`src/rtl/turn_ctrl.sv`:
```
// Battle-phase sequencer: drives the enemy block's state/turn, tracks HP, decides WIN/GAMEOVER.
// All outputs registered (one cycle after trigger); optional enemy watchdog via TURN_CTRL_WATCHDOG_EN.
module turn_ctrl #(
    parameter int MAX_TURN       = 8,
    parameter int HP_INIT        = 20,
    parameter int INTRO_CYCLES   = 650000,
    parameter int PLAYER_TIMEOUT = 6500000,
    parameter int ENEMY_TIMEOUT  = 65000000
) (
    input  logic       clk,
    input  logic       rst,
    input  logic       start_in,
    input  logic       player_done_in,
    input  logic       enemy_busy_in,
    input  logic       enemy_finished_in,
    input  logic       hit_in,
    output logic [3:0] state_out,
    output logic [3:0] turn_out,
    output logic [7:0] hp_out,
    output logic       game_over_out,
    output logic       win_out,
    output logic       watchdog_out
);
    localparam logic [3:0] S_IDLE     = 4'b0000;
    localparam logic [3:0] S_INTRO    = 4'b0001;
    localparam logic [3:0] S_PLAYER   = 4'b0010;
    localparam logic [3:0] S_CHECK    = 4'b0100;
    localparam logic [3:0] S_ENEMY    = 4'b1000;
    localparam logic [3:0] S_WIN      = 4'b1110;
    localparam logic [3:0] S_GAMEOVER = 4'b1111;

    // One shared phase counter, sized for the longest phase limit.
    localparam int CNT_MAX = (INTRO_CYCLES > PLAYER_TIMEOUT) ?
                             ((INTRO_CYCLES > ENEMY_TIMEOUT) ? INTRO_CYCLES : ENEMY_TIMEOUT) :
                             ((PLAYER_TIMEOUT > ENEMY_TIMEOUT) ? PLAYER_TIMEOUT : ENEMY_TIMEOUT);
    localparam int CNT_W = $clog2(CNT_MAX + 1);

    localparam logic [CNT_W-1:0] INTRO_LAST  = CNT_W'(INTRO_CYCLES - 1);
    localparam logic [CNT_W-1:0] PLAYER_LAST = CNT_W'(PLAYER_TIMEOUT - 1);
    localparam logic [3:0]       TURN_LAST   = 4'(MAX_TURN - 1);

    logic [3:0]       state_q, state_d;
    logic [3:0]       turn_q, turn_d;
    logic [7:0]       hp_q, hp_d;
    logic [CNT_W-1:0] cnt_q, cnt_d;
    logic             go_q, go_d;
    logic             win_q, win_d;
    logic             hit_abort;
    logic             busy_unused;

    // Busy is informational: the finished pulse already implies it has fallen.
    assign busy_unused = enemy_busy_in;
    assign hit_abort   = (state_q == S_ENEMY) && hit_in && (hp_q <= 8'd1);

`ifdef TURN_CTRL_WATCHDOG_EN
    localparam logic [CNT_W-1:0] ENEMY_LAST = CNT_W'(ENEMY_TIMEOUT - 1);
    logic wd_q, wd_d;
    assign watchdog_out = wd_q;
`else
    assign watchdog_out = 1'b0;
`endif

    always_ff @(posedge clk or negedge rst) begin
        if (!rst) begin
            state_q <= S_IDLE;
            turn_q  <= '0;
            hp_q    <= '0;
            cnt_q   <= '0;
            go_q    <= 1'b0;
            win_q   <= 1'b0;
`ifdef TURN_CTRL_WATCHDOG_EN
            wd_q    <= 1'b0;
`endif
        end else begin
            state_q <= state_d;
            turn_q  <= turn_d;
            hp_q    <= hp_d;
            cnt_q   <= cnt_d;
            go_q    <= go_d;
            win_q   <= win_d;
`ifdef TURN_CTRL_WATCHDOG_EN
            wd_q    <= wd_d;
`endif
        end
    end

    always_comb begin
        state_d = state_q;
        case (state_q)
            S_IDLE, S_WIN, S_GAMEOVER: if (start_in) state_d = S_INTRO;
            S_INTRO:  if (cnt_q == INTRO_LAST) state_d = S_PLAYER;
            S_PLAYER: if (player_done_in || cnt_q == PLAYER_LAST) state_d = S_ENEMY;
            S_ENEMY: begin
                // A fatal hit beats a same-cycle finished pulse.
                if (hit_abort)              state_d = S_GAMEOVER;
                else if (enemy_finished_in) state_d = S_CHECK;
`ifdef TURN_CTRL_WATCHDOG_EN
                else if (cnt_q == ENEMY_LAST) state_d = S_CHECK;
`endif
            end
            S_CHECK:  state_d = (turn_q == TURN_LAST) ? S_WIN : S_PLAYER;
            default:  state_d = S_IDLE;
        endcase
    end

    always_comb begin
        turn_d = turn_q;
        hp_d   = hp_q;
        cnt_d  = '0;
`ifdef TURN_CTRL_WATCHDOG_EN
        wd_d   = 1'b0;
`endif
        case (state_q)
            S_IDLE, S_WIN, S_GAMEOVER: begin
                if (start_in) begin
                    hp_d   = 8'(HP_INIT);
                    turn_d = '0;
                end
            end
            S_INTRO:  if (state_d == S_INTRO)  cnt_d = cnt_q + CNT_W'(1);
            S_PLAYER: if (state_d == S_PLAYER) cnt_d = cnt_q + CNT_W'(1);
            S_ENEMY: begin
                if (hit_in) hp_d = (hp_q == 8'd0) ? 8'd0 : hp_q - 8'd1;
`ifdef TURN_CTRL_WATCHDOG_EN
                if (state_d == S_ENEMY) cnt_d = cnt_q + CNT_W'(1);
                wd_d = (state_d == S_CHECK) && !enemy_finished_in;
`endif
            end
            S_CHECK:  if (state_d == S_PLAYER) turn_d = turn_q + 4'd1;
            default:  ;
        endcase
        go_d  = (state_d == S_GAMEOVER);
        win_d = (state_d == S_WIN);
    end

    assign state_out     = state_q;
    assign turn_out      = turn_q;
    assign hp_out        = hp_q;
    assign game_over_out = go_q;
    assign win_out       = win_q;
endmodule

```
`config.mk`:
```
export PLATFORM = sky130hd
export DESIGN_NAME = turn_ctrl
export DESIGN_NICKNAME = d
export VERILOG_FILES = /design/src/rtl/turn_ctrl.sv
export SDC_FILE = /design/constraint.sdc
export NUM_CORES = 1
export LEC_CHECK = 0
export CORE_MARGIN = 3
export CORE_UTILIZATION = 57
export DETAILED_ROUTE_END_ITERATION = 8
export PLACE_DENSITY = 0.84
export SLEW_MARGIN = 15
export SYNTH_ARGS = -nofsm -noshare
export SYNTH_HDL_FRONTEND = slang
export SYNTH_SLANG_ARGS = --single-unit
```
`constraint.sdc`:
```
create_clock -name clk -period 2.95 [get_ports clk]
set_input_delay 0.59 -clock clk [delete_from_list [all_inputs] [get_ports clk]]
set_output_delay 0.59 -clock clk [all_outputs]
set_load 0.1 [all_outputs]
```
==> flow_metrics.env <==
export IMPL_outcome="completed"
export IMPL_grt_max_degree=45
export IMPL_worstHoldPathType="in -> async"
export IMPL_antenna_found_initial=0
export IMPL_insertion_delay_ps=310
export IMPL_cp_startpoint="cnt_q[0]"
export IMPL_drc=0
export IMPL_critPathRequiredTime_ps=3180
export IMPL_synth_xor_area_share_pct=4.16
export IMPL_root_buffer="clkbuf_8"
export IMPL_combPwrFrac_pct=16.1
export IMPL_ir_worst_vdd_mv=0.274
export IMPL_grtUsageMet3_pct=4.82
export IMPL_synth_distinct_cells=56
export IMPL_period_needed_ps=2390
export IMPL_place_ws_ps=479
export IMPL_synth_top_family_by_area="simple AND/OR/NAND/NOR gates"
export IMPL_dp_hpwl_mm=3.73
export IMPL_grt_use_met2_pct=34.9
export IMPL_io_pins=26
export IMPL_yosys_warnings=0
export IMPL_wl_mm=5.49
export IMPL_r2r_start="cnt_q[0]"
export IMPL_powerDensity_nw_per_um2=452
export IMPL_path_max_fanout=11
export IMPL_critPathLaunchType="flip-flop"
export IMPL_syn_area_um2=2530
export IMPL_cts_resized=0
export IMPL_critPathCaptureType="flip-flop"
export IMPL_worst_slack_ps=562
export IMPL_initial_core_util_pct=61.0
export IMPL_seqPwrFrac_pct=53.8
export IMPL_via_per_inst=6.46
export IMPL_synthFlopType="dfrtp_1"
export IMPL_cts_tree="built"
export IMPL_synth_compound_area_share_pct=21.6
export IMPL_cts_sinks=44
export IMPL_dieArea_um2=5270
export IMPL_worstSetupPathType="reg -> reg"
export IMPL_ys_ff_latch=44
export IMPL_post_cts_buffers=0
export IMPL_slowest_stage="or4_1"
export IMPL_setup_violations=0
export IMPL_max_clock_freq_ghz=0.419
export IMPL_endpoint="cnt_q[24]"
export IMPL_grt_busiest_layer="met2"
export IMPL_antenna_cells=0
export IMPL_clkPwrFrac_pct=30.1
export IMPL_io_buffers=23
export IMPL_drive_above_1_share_pct=14.6
export IMPL_yosys_area_share_adder_pct=1.98
export IMPL_synth_fp_nets=276
export IMPL_cts_max_level=2
export IMPL_drt_iter0_drc=176
export IMPL_first_pass_iters=4
export IMPL_gp_congestion=0.845
export IMPL_grt_pass1_wl_mm=9.27
export IMPL_slew_viol_final=0
export IMPL_final_antenna_net_count=0
export IMPL_avgSynthCellArea_um2=9.53
export IMPL_fp_dieH_um=72.6
export IMPL_rsz0062_at_grt="no"
export IMPL_synthArstFlopShare_pct=100
export IMPL_yosysTopAreaCellShare_pct=43.6
export IMPL_dieWidth_um=72.6
export IMPL_synthMuxAreaShare_pct=1.24
export IMPL_cts_hold_buffers=0
export IMPL_hold_violations=0
export IMPL_yosys_area_top_type="dfrtp_1"
export IMPL_timing_critical_path_mode_cell="or4_1"
export IMPL_syn2layout_area_growth_pct=12.4
export IMPL_met1_usage_pct=30.3
export IMPL_maxCapViolCount=0
export IMPL_rows=23
export IMPL_design_area_um2=2840
export IMPL_cts_path_max_buffers=2
export IMPL_final_core_util_pct=68.5
export IMPL_coreArea_um2=4140
export IMPL_fin_nets=298
export IMPL_arrival_ps=2620
export IMPL_relSlewSlack_pct=34.4
export IMPL_yosysMostFrequentCell="dfrtp_1"
export IMPL_seq_area_frac_synth_pct=43.6
export IMPL_route_vias_total=2184
export IMPL_swShare_pct=31.6
export IMPL_min_period_over_period_pct=81.0
export IMPL_worst_r2r_cell_count=5
export IMPL_synthSimpleGateAreaFrac_pct=23.2
export IMPL_timing_rr_end="cnt_q[24]"
export IMPL_r2r_setup_slack_ps=560
export IMPL_slowest_delay_ps=770
export IMPL_grt_usage_pct=22.3
export IMPL_netlist_instances=265
export IMPL_tightest_slew_ps=984
export IMPL_power_total_mw=1.29
export IMPL_clkTransAtPathRegs_ps=90
export IMPL_numCtsBuffers=5
export IMPL_worstPathCellList="ha_1 > nand3_1 > or4_1 > or4_1 > a22oi_1"
export IMPL_synth_area_leaders="dfrtp_1 (44%), a21oi_1 (4.2%), a22oi_1 (3.9%), nand2_1 (3.6%), xnor2_1 (2.8%)"
export IMPL_synth_edf_count=0
export IMPL_fin_tns_setup_ps=0
export IMPL_place_area_um2=2750
export IMPL_p_leak_nw=1.24
export IMPL_wl_per_cell_um=16.2
export IMPL_grt_pass1_vias=2025
export IMPL_synth_common_cells="dfrtp_1 (44), nand2_1 (24), a21oi_1 (21), a22oi_1 (13), o21ai_0 (12)"
export IMPL_overflow=0
export IMPL_p_int_mw=0.879
export IMPL_skew_ps=16.6
export IMPL_switchingPower_mw=0.407
kinds of logic after synthesis:
kind of cell / Yosys count
AO/OA/AOI/OAI: 77
XOR/XNOR: 12
adder cells (fa/ha/maj): 4
buffers and inverters: 24
flip-flops: 44
multiplexers: 3
other: 1
AND/OR/NAND/NOR: 100
layer usage:
metal  wire length, µm  share of wire [%]
met3               296                5.4
met5                 0                  0
met2              2560                 47
met4                90                1.6
met1              2540                 46
through the flow:
stage	instances	hold WS, ps
2_1_floorplan	265	294
3_3_place_gp	330	483
3_5_place_dp	330	512
4_1_cts	338	452
5_1_grt	338	497
6_report	338	438
worst min-delay path by stage:
stage | slack (ps) | startpoint | to | cells after the start
after global routing | 500 | rst | hp_out[5] | 1
after detailed placement | 510 | cnt_q[0] | cnt_q[0] | 1
final | 440 | rst | hp_out[5] | 1
after floorplan | 290 | rst | cnt_q[0] | 0
after global placement | 480 | cnt_q[0] | cnt_q[0] | 1
after CTS | 450 | rst | state_out[2] | 1
power by group through the flow:
stage                     Clock (mW)  Sequential [mW]  Combinational [mW]
final                          0.386            0.692               0.207
after global routing           0.419            0.701               0.229
after CTS                      0.407            0.692               0.209
after detailed placement           0            0.702               0.210
after global placement             0            0.699               0.203
after floorplan                    0            0.743               0.104
worst max-delay path: cells and delay by family (launching register included):
| family | cells | cell delay [ps] |
|---|---|---|
| AO/OA/AOI/OAI | 1 | 160 |
| flip-flops | 1 | 420 |
| adder cells (fa/ha/maj) | 1 | 220 |
| AND/OR/NAND/NOR | 3 | 1520 |
sequential cells by signal (all words and copies together), names as in the netlist:
register       cells
cnt_q             26
game_over_out      1
hp_out             8
state_out          4
turn_out           4
win_out            1
final cells by class:
cell class / instances / area [µm²]
inverter: 10 / 37.5
clock inverter: 3 / 23.8
tap: 50 / 62.6
timing repair buffer: 29 / 225
sequential: 44 / 1100
clock buffer: 5 / 68.8
fill: 334 / 1300
multi-input combinational: 197 / 1320
cells in the final DEF, fill, tap and decap left out, types with 2 or more instances in the layout:
cell type and n:
a21boi_0 2, a21oi_1 21, a22oi_1 13, a2bb2oi_1 2
and4_1 2, buf_4 24, clkbuf_8 5, clkdlybuf4s50_1 4
clkinvlp_4 2, dfrtp_1 44, ha_1 4, inv_1 10
mux2i_1 2, nand2_1 24, nand3_1 11, nand3b_1 4
nand4_1 9, nand4b_1 2, nor2_1 9, nor3_1 4
nor4_1 2, nor4b_1 4, o211a_1 2, o211ai_1 2
o21ai_0 12, o31ai_1 6, o41ai_1 2, or3_1 10
or4_1 9, or4_4 2, or4b_1 2, xnor2_1 8
xor2_1 4
(Power assumes the default switching activity.)
